$ cat src/rtl/rv32_pkg.sv
// rv32_pkg: shared RV32I funct3 load/store encodings and the LSU state type
package rv32_pkg;
  localparam logic [2:0] F3_LB  = 3'b000;
  localparam logic [2:0] F3_LH  = 3'b001;
  localparam logic [2:0] F3_LW  = 3'b010;
  localparam logic [2:0] F3_LBU = 3'b100;
  localparam logic [2:0] F3_LHU = 3'b101;
  localparam logic [2:0] F3_SB  = 3'b000;
  localparam logic [2:0] F3_SH  = 3'b001;
  localparam logic [2:0] F3_SW  = 3'b010;
  typedef enum logic [1:0] {S_IDLE, S_ACCESS, S_DONE} lsu_state_t;
endpackage

$ cat src/rtl/load_store_unit_if.sv
// load_store_unit_if: data-memory bus (addr/req/we/wmask/wdata out of the LSU, ready/rdata back), master = LSU side
interface load_store_unit_if;
  logic [31:0] mem_addr;
  logic        mem_req;
  logic        mem_we;
  logic [3:0]  mem_wmask;
  logic [31:0] mem_wdata;
  logic        mem_ready;
  logic [31:0] mem_rdata;
  modport master(output mem_addr, mem_req, mem_we, mem_wmask, mem_wdata, input mem_ready, mem_rdata);
  modport slave(input mem_addr, mem_req, mem_we, mem_wmask, mem_wdata, output mem_ready, mem_rdata);
endinterface

$ cat src/rtl/lsu_data_align.sv
// lsu_data_align: combinational lane steering (funct3/addr/storeData/mem_rdata in; wmask/wdata/load_val/illegal out)
module lsu_data_align
  import rv32_pkg::*;
(
  input  logic        is_store,
  input  logic [2:0]  funct3,
  input  logic [1:0]  addr,
  input  logic [31:0] storeData,
  input  logic [31:0] mem_rdata,
  output logic [3:0]  wmask,
  output logic [31:0] wdata,
  output logic [31:0] load_val,
  output logic        illegal
);
  logic [7:0]  b;
  logic [15:0] h;
  logic        bad_f3;
  logic        misaligned;
  always_comb begin
    b = 8'(mem_rdata >> {addr, 3'b000});
    h = 16'(mem_rdata >> {addr, 3'b000});
    bad_f3 = is_store ? (funct3 > F3_SW) : (funct3[1:0] == 2'b11 || funct3 == 3'b110);
    misaligned = (funct3[1:0] == 2'b01 && addr[0]) || (funct3[1:0] == 2'b10 && addr != 2'b00);
    illegal = bad_f3 || misaligned;
    wmask = !is_store ? 4'b0000 :
            funct3 == F3_SB ? 4'b0001 << addr :
            funct3 == F3_SH ? 4'b0011 << addr :
            funct3 == F3_SW ? 4'b1111 : 4'b0000;
    wdata = funct3 == F3_SB ? {4{storeData[7:0]}} :
            funct3 == F3_SH ? {2{storeData[15:0]}} : storeData;
    load_val = funct3 == F3_LB  ? {{24{b[7]}}, b} :
               funct3 == F3_LH  ? {{16{h[15]}}, h} :
               funct3 == F3_LBU ? {24'b0, b} :
               funct3 == F3_LHU ? {16'b0, h} :
               funct3 == F3_LW  ? mem_rdata : 32'b0;
  end
endmodule

$ cat src/rtl/load_store_unit.sv
// load_store_unit: RV32I LSU (start/isLoad/isStore/funct3/ALUOut/storeData in; mem bus; busy/done/fault/loadData out)
module load_store_unit
  import rv32_pkg::*;
#(
  parameter int TIMEOUT = 16
) (
  input  logic                      clk,
  input  logic                      reset,
  input  logic                      start,
  input  logic                      isLoad,
  input  logic                      isStore,
  input  logic [2:0]                funct3,
  input  logic [31:0]               ALUOut,
  input  logic [31:0]               storeData,
  load_store_unit_if.master         mem,
  output logic                      busy,
  output logic                      done,
  output logic                      fault,
  output logic [31:0]               loadData
);
  localparam logic [15:0] TO_LAST = 16'(TIMEOUT - 1);
  lsu_state_t  state, state_d;
  logic [2:0]  f3_q;
  logic [1:0]  alo_q;
  logic        store_q;
  logic        fault_q;
  logic [15:0] cnt;
  logic        idle, accept, to_hit;
  logic [3:0]  wmask;
  logic [31:0] wdata, load_val;
  logic        illegal;
  assign idle   = state == S_IDLE;
  assign accept = idle && start && (isLoad ^ isStore);
  assign to_hit = (TIMEOUT != 0) && (cnt == TO_LAST);
  assign mem.mem_req = state == S_ACCESS;
  assign busy  = !idle;
  assign done  = state == S_DONE;
  assign fault = done && fault_q;
  lsu_data_align u_align (
    .is_store (idle ? isStore : store_q),
    .funct3   (idle ? funct3 : f3_q),
    .addr     (idle ? ALUOut[1:0] : alo_q),
    .storeData(storeData),
    .mem_rdata(mem.mem_rdata),
    .wmask    (wmask),
    .wdata    (wdata),
    .load_val (load_val),
    .illegal  (illegal)
  );
  always_ff @(posedge clk or posedge reset)
    if (reset) state <= S_IDLE;
    else state <= state_d;
  always_comb begin
    state_d = state;
    case (state)
      S_IDLE:   state_d = accept ? (illegal ? S_DONE : S_ACCESS) : S_IDLE;
      S_ACCESS: state_d = (mem.mem_ready || to_hit) ? S_DONE : S_ACCESS;
      default:  state_d = S_IDLE;
    endcase
  end
  always_ff @(posedge clk or posedge reset) begin
    if (reset) begin
      f3_q          <= '0;
      alo_q         <= '0;
      store_q       <= 1'b0;
      fault_q       <= 1'b0;
      cnt           <= '0;
      loadData      <= '0;
      mem.mem_addr  <= '0;
      mem.mem_we    <= 1'b0;
      mem.mem_wmask <= '0;
      mem.mem_wdata <= '0;
    end else begin
      if (accept) begin
        f3_q          <= funct3;
        alo_q         <= ALUOut[1:0];
        store_q       <= isStore;
        fault_q       <= illegal;
        cnt           <= '0;
        mem.mem_addr  <= {ALUOut[31:2], 2'b00};
        mem.mem_we    <= isStore;
        mem.mem_wmask <= illegal ? 4'b0000 : wmask;
        mem.mem_wdata <= wdata;
      end
      if (state == S_ACCESS) begin
        cnt     <= cnt + 16'd1;
        fault_q <= !mem.mem_ready;
        if (mem.mem_ready && !store_q) loadData <= load_val;
      end
    end
  end
endmodule

$ cat src/flat_wrapper.sv
// flat-port wrapper written by rule: the top's interface ports become plain ports
module load_store_unit_flat import rv32_pkg::*;
#(
  parameter int TIMEOUT = 16
)
  (clk, reset, start, isLoad, isStore, funct3, ALUOut, storeData, busy, done, fault, loadData, mem_mem_addr, mem_mem_req, mem_mem_we, mem_mem_wmask, mem_mem_wdata, mem_mem_ready, mem_mem_rdata);
  load_store_unit_if mem_i ();
  input  logic clk;
  input  logic reset;
  input  logic start;
  input  logic isLoad;
  input  logic isStore;
  input  logic [2:0] funct3;
  input  logic [31:0] ALUOut;
  input  logic [31:0] storeData;
  output logic busy;
  output logic done;
  output logic fault;
  output logic [31:0] loadData;
  output wire logic [$bits(mem_i.mem_addr)-1:0] mem_mem_addr;
  output wire logic [$bits(mem_i.mem_req)-1:0] mem_mem_req;
  output wire logic [$bits(mem_i.mem_we)-1:0] mem_mem_we;
  output wire logic [$bits(mem_i.mem_wmask)-1:0] mem_mem_wmask;
  output wire logic [$bits(mem_i.mem_wdata)-1:0] mem_mem_wdata;
  input wire logic [$bits(mem_i.mem_ready)-1:0] mem_mem_ready;
  input wire logic [$bits(mem_i.mem_rdata)-1:0] mem_mem_rdata;
  assign mem_mem_addr = mem_i.mem_addr;
  assign mem_mem_req = mem_i.mem_req;
  assign mem_mem_we = mem_i.mem_we;
  assign mem_mem_wmask = mem_i.mem_wmask;
  assign mem_mem_wdata = mem_i.mem_wdata;
  assign mem_i.mem_ready = mem_mem_ready;
  assign mem_i.mem_rdata = mem_mem_rdata;
  load_store_unit #(.TIMEOUT(TIMEOUT)) u_core (.clk(clk), .reset(reset), .start(start), .isLoad(isLoad), .isStore(isStore), .funct3(funct3), .ALUOut(ALUOut), .storeData(storeData), .mem(mem_i), .busy(busy), .done(done), .fault(fault), .loadData(loadData));
endmodule
$ cat config.mk
export PLATFORM = sky130hd
export DESIGN_NAME = load_store_unit_flat
export DESIGN_NICKNAME = d
export VERILOG_FILES = /design/src/rtl/rv32_pkg.sv /design/src/rtl/load_store_unit_if.sv /design/src/rtl/lsu_data_align.sv /design/src/rtl/load_store_unit.sv /design/src/flat_wrapper.sv
export SDC_FILE = /design/constraint.sdc
export NUM_CORES = 1
export LEC_CHECK = 0
export ABC_AREA = 1
export ABC_CLOCK_PERIOD_IN_PS = 8200
export BUFFER_PORTS_ARGS = -buffer_cell sky130_fd_sc_hd__clkbuf_2
export CAP_MARGIN = 20
export CORE_MARGIN = 2
export CORE_UTILIZATION = 41
export DETAILED_ROUTE_END_ITERATION = 6
export PLACE_DENSITY_LB_ADDON = 0.08
export SLEW_MARGIN = 40
export SYNTH_ARGS = -nofsm -noshare
export SYNTH_HDL_FRONTEND = slang
export SYNTH_HIERARCHICAL = 1
export SYNTH_SLANG_ARGS = --single-unit
$ cat constraint.sdc
create_clock -name clk -period 8.2 [get_ports clk]
set_input_delay 0.82 -clock clk [delete_from_list [all_inputs] [get_ports clk]]
set_output_delay 0.82 -clock clk [all_outputs]
set_load 0.02 [all_outputs]
==> results of run 1 <==
==> final cells by class <==
| cell class | count | area, um^2 | share of cell area |
|---|---|---|---|
| Sequential cell | 123 | 3080 | 0.359 |
| Multi-Input combinational cell | 660 | 3050 | 0.356 |
| Timing Repair Buffer | 213 | 1090 | 0.127 |
| Clock buffer | 17 | 425 | 0.0497 |
| Inverter | 112 | 425 | 0.0497 |
| Tap cell | 220 | 275 | 0.0321 |
| Clock inverter | 14 | 219 | 0.0256 |
| Antenna cell | 1 | 2.50 | 0.000292 |
==> sequential cells by signal, indices dropped and copies added (netlist names) <==
register	flops
u_core/cnt	16
u_core/alo_q	2
u_core/store_q	1
u_core/mem.mem_wdata	32
u_core/mem.mem_addr	30
u_core/state	2
u_core/mem.mem_wmask	4
u_core/fault_q	1
u_core/loadData	32
u_core/f3_q	3
==> kinds of logic after synthesis <==
logic type	after synthesis
AO/OA/AOI/OAI	127
other	1
XOR/XNOR	1
adder cells (fa/ha/maj)	5
buffers and inverters	164
flip-flops	123
AND/OR/NAND/NOR	525
==> how the worst max path moves through the flow <==
stage                         start             endpoint  slack [ps]  depth (start not counted)
floorplan                     reset      u_core/alo_q[0]        4110                          1
global placement          funct3[2]  u_core/loadData[16]        5240                         10
detailed placement        funct3[2]  u_core/loadData[17]        5230                         10
CTS                 u_core/state[1]  u_core/loadData[17]        5420                         12
global route        u_core/state[1]       u_core/fault_q        5100                         13
finish              u_core/state[1]  u_core/loadData[17]        5430                         12
==> per-layer routing <==
layer | part of all wire | vias to the layer above
met5 | 0 | -
met4 | 0.027 | 0
met3 | 0.055 | 34
met2 | 0.48 | 211
met1 | 0.44 | 2948
li1 | - | 3303
==> power breakdown <==
group          total, W  internal [W]  switching, W  leakage [nW]
Clock          0.000824      0.000539      0.000285         0.310
Sequential      0.00100      0.000859      0.000143          1.58
Combinational   0.00158      0.000496       0.00109          2.98
==> metrics by stage <==
stage / util / cells / worst slack (ps) / power (W)
after floorplan: - / 947 / 4110 / 0.00215
after global placement: 0.477 / 1328 / 5240 / 0.00260
after detailed placement: 0.478 / 1328 / 5230 / 0.00261
after CTS: 0.516 / 1359 / 5420 / 0.00345
after global routing: 0.516 / 1359 / 5100 / 0.00368
final: 0.517 / 1360 / 5430 / 0.00341
==> worst max-delay path, stage by stage (launching register included) <==
cell and delay [ps]:
dfrtp_1 410, inv_2 100, nand2_4 90, inv_1 210, o21ai_1 90, buf_4 210, inv_2 310, nand2_2 160
nor2_4 410, nand2_4 280, o211ai_1 170, inv_1 50, o21ai_0 160
==> cell usage in the layout (no fill, tap or decap), types with 2 or more instances in the layout <==
| cell | n |
|---|---|
| a21oi_1 | 15 |
| buf_4 | 4 |
| buf_6 | 2 |
| bufinv_16 | 5 |
| clkbuf_16 | 17 |
| clkbuf_2 | 207 |
| clkinv_2 | 2 |
| clkinv_4 | 3 |
| clkinvlp_4 | 2 |
| conb_1 | 2 |
| dfrtp_1 | 123 |
| ha_1 | 5 |
| inv_1 | 103 |
| inv_2 | 7 |
| inv_4 | 2 |
| inv_6 | 2 |
| nand2_1 | 423 |
| nand2_2 | 3 |
| nand2_4 | 5 |
| nand3_1 | 37 |
| nand4_1 | 12 |
| nor2_1 | 31 |
| nor2_4 | 5 |
| nor2_8 | 2 |
| nor3_1 | 4 |
| o211ai_1 | 17 |
| o211ai_2 | 13 |
| o21ai_0 | 63 |
| o21ai_1 | 16 |
==> reports/metrics.cfg, run 1 <==
[sta]
min_period_ps = 2770
fin_tns_setup_ps = 0
max_freq_mhz = 361
worst_pin_slew_ps = 782
setup_violations = 0
hold_violations = 0
rsz0062_at_grt = false
clock_skew_ps = 12.1
drv_slew = 0
fin_hold_ws_ps = 470
max_slew_margin = 0.473
period_share = 0.338

[logic_synthesis]
synth-simple-area-share = 0.315
yosysMostFrequentCell = nand2_1
yosysUniqueCellTypes = 31
synthesis.area_um2 = 6940
syn_area_per_cell_um2 = 7.33
synth_top_cell_area_share = 0.444
syn_inst = 946
synthXorXnorAreaFrac = 0.00126
synth-seq-area-share = 0.444
synthAdderAreaFrac = 0.00902
synth_top_cell_by_area = dfrtp_1
ys_ff_latch = 123
yosysWarnings = 6
ys.flop_type = dfrtp_1
synth_area_leaders = dfrtp_1, nand2_1, inv_1
synthArstFlopShare = 1.00
muxShareOfSynthArea = 0
synth_top_family_by_area = simple AND/OR/NAND/NOR gates
synth-compound-area-share = 0.112
synth_commonest_cells = nand2_1, dfrtp_1, inv_1
synth_edf_count = 0

[grt]
grt-ovfl-total = 0
grt_util_met3 = 0.0393
use_met2 = 0.359
top_usage_layer = met2
grt_max_degree = 84
grt_use_met1 = 0.280
antenna_found_initial = 1
grt_pass1_vias = 6021
grt_usage = 0.216
grt_first_pass_wirelength_um = 30600

[floorplan]
io_pins = 210
die_w_um = 134
initial_core_util = 0.418
num_rows = 47
coreArea_um2 = 16600
die_area_um2 = 18000
fp.dieH_um = 134

[drt]
routedWlPerCell_um = 14.1
viasPerCell = 4.78
vias = 6496
drt_iter0_markers = 346
first_pass_iters = 5
postRouteAntennaNets = 0
drc = 0
wirelength_um = 19200

[critical_path]
path_max_fanout = 20
r2r-start = u_core/state[1]
startpoint_type = register
crit_required_ps = 8510
arrival_ps = 3080
cp-end-kind = register
critPathKind = reg -> reg
r2r_end = u_core/loadData[17]
reg2reg_depth = 12
r2r_slack_ps = 5430

[pwr]
p_leak_nw = 4.87
peakVddDrop_uv = 204
pwr_density_cell_nw_per_um2 = 398

[clocking]
cts_resized = 0
clkLatencyLatePin_ps = 420
cts-root-buf = clkbuf_16
cts_tree = yes
cts_buffers = 17
clockBufferDepth = 2
hold_buffers = 0
clkSlewWorstSetupHoldPaths_ps = 60
post-cts-setup-buffer-count = 0
htreeDepth = 4
clock_sinks = 123

[finish]
drive_above_1_share = 0.250
fillers = 1692
synthToLayoutAreaGrowth_pct = 23.5
final_nets = 1237
fin_area_um2 = 8570

[min_path]
min_path_type = in -> async

[place]
place_hpwl_um = 13500
io_buffers = 207
post_dp_cell_area_um2 = 7920
place.gp.congestion = 0.892

[run]
cap_violations = 0

[run_status]
status = finished clean

(Power assumes the default switching activity.)
==> inputs of run 2 (changes only) <==
Settings changed: ABC_CLOCK_PERIOD_IN_PS 8200 to 2200.
Clock period 8.2 ns to 2.2 ns, I/O delays scaled along.
==> reports/metrics.cfg, run 2 (synthesis results as in run 1) <==
[floorplan]
io_pins = 210
die_area_um2 = 18000
num_rows = 47
fp.dieH_um = 134
coreArea_um2 = 16600
initial_core_util = 0.418
die_w_um = 134

[grt]
use_met2 = 0.370
grt-ovfl-total = 0
grt_pass1_vias = 6288
grt_first_pass_wirelength_um = 31500
grt_usage = 0.221
grt_use_met1 = 0.281
grt_max_degree = 75
antenna_found_initial = 0
grt_util_met3 = 0.0567
top_usage_layer = met2

[drt]
viasPerCell = 4.66
wirelength_um = 19800
drc = 0
postRouteAntennaNets = 0
drt_iter0_markers = 303
first_pass_iters = 4
routedWlPerCell_um = 14.1
vias = 6543

[sta]
rsz0062_at_grt = false
worst_pin_slew_ps = 562
drv_slew = 0
max_slew_margin = 0.625
fin_tns_setup_ps = 0
hold_violations = 0
clock_skew_ps = 9.75
min_period_ps = 2040
period_share = 0.930
max_freq_mhz = 489
setup_violations = 0
fin_hold_ws_ps = 23.0

[critical_path]
path_max_fanout = 17
r2r-start = u_core/state[1]
crit_required_ps = 2520
reg2reg_depth = 12
cp-end-kind = register
startpoint_type = register
r2r_slack_ps = 160
critPathKind = reg -> reg
r2r_end = u_core/loadData[7]
arrival_ps = 2370

[place]
post_dp_cell_area_um2 = 8120
io_buffers = 207
place.gp.congestion = 0.904
place_hpwl_um = 14300

[clocking]
post-cts-setup-buffer-count = 0
htreeDepth = 4
cts_buffers = 17
clockBufferDepth = 2
cts-root-buf = clkbuf_16
clock_sinks = 123
clkSlewWorstSetupHoldPaths_ps = 60
cts_tree = yes
clkLatencyLatePin_ps = 420

[finish]
fillers = 1614
drive_above_1_share = 0.260
fin_area_um2 = 9070
utilization = 0.547
final_nets = 1282
final_cell_mix = nand2_1, clkbuf_2, dfrtp_1, inv_1, o21ai_0
synthToLayoutAreaGrowth_pct = 30.7
top_regs = u_core/loadData x32, u_core/mem.mem_wdata x32, u_core/mem.mem_addr x30
antenna_cells = 0
final_common_cell = nand2_1

[min_path]
holdPathEnd = u_core/mem.mem_addr[19]
hold-path-cell-count = 3
min_path_type = in -> reg
min_from = ALUOut[19]

[pwr]
pwr_density_cell_nw_per_um2 = 1440
peakVddDrop_uv = 664
power_w = 0.0131
p_leak_nw = 5.08

[run]
cap_violations = 0

[run_status]
status = finished clean

-- run 2: how the worst max path moves through the flow --
stage,slack [ps],from,cells after the start,endpoint
after floorplan,2,u_core/state[1],14,u_core/fault_q
after global placement,50,u_core/state[1],12,u_core/loadData[7]
after detailed placement,30,u_core/state[1],12,u_core/fault_q
after CTS,50,u_core/state[1],12,u_core/loadData[7]
after global routing,7,u_core/state[1],15,u_core/mem.mem_wdata[26]
final,160,u_core/state[1],12,u_core/loadData[7]
-- run 2: what timing repair did --
action,4_1_cts,5_1_grt
hold endpoints to repair,41,1
endpoints found under the setup margin,1,36
hold buffers,26,1
gates resized for setup,1,12
gates cloned,0,1
pin swaps,0,1
-- run 2: worst max-delay path, stage by stage (launching register included) --
cell and delay [ps]:
dfrtp_1 410, inv_2 100, nand2_4 60, buf_4 160
nand2_1 50, o21ai_1 70, buf_4 170, nor2_4 120
buf_6 190, nand2_2 100, o21ai_0 270, inv_1 60
o21ai_0 190
-- run 2: layout make-up --
cell class | instances | area, um^2 | area share
Sequential cell | 123 | 3080 | 0.339
Clock buffer | 18 | 439 | 0.0484
Clock inverter | 14 | 186 | 0.0206
Multi-Input combinational cell | 661 | 3080 | 0.340
Tap cell | 220 | 275 | 0.0304
Timing Repair Buffer | 257 | 1580 | 0.174
Inverter | 112 | 427 | 0.0470
-- run 2: per-layer routing --
layer	part of all wire	up-vias
li1	-	3402
met1	0.44	2957
met2	0.49	166
met3	0.055	18
met4	0.013	0
met5	0	-
-- run 2: power by group --
part | internal (W) | leakage (nW) | switching (W) | total (W)
logic | 0.00215 | 3.20 | 0.00420 | 0.00636
clock network | 0.00184 | 0.294 | 0.00112 | 0.00296
registers | 0.00320 | 1.58 | 0.000535 | 0.00374
-- run 2: metrics by stage --
step                      std cells  worst slack [ps]
final                          1405               155
after global routing           1405              6.73
after CTS                      1403              52.2
after detailed placement       1345              25.5
after global placement         1345              48.4
after floorplan                 947              2.15
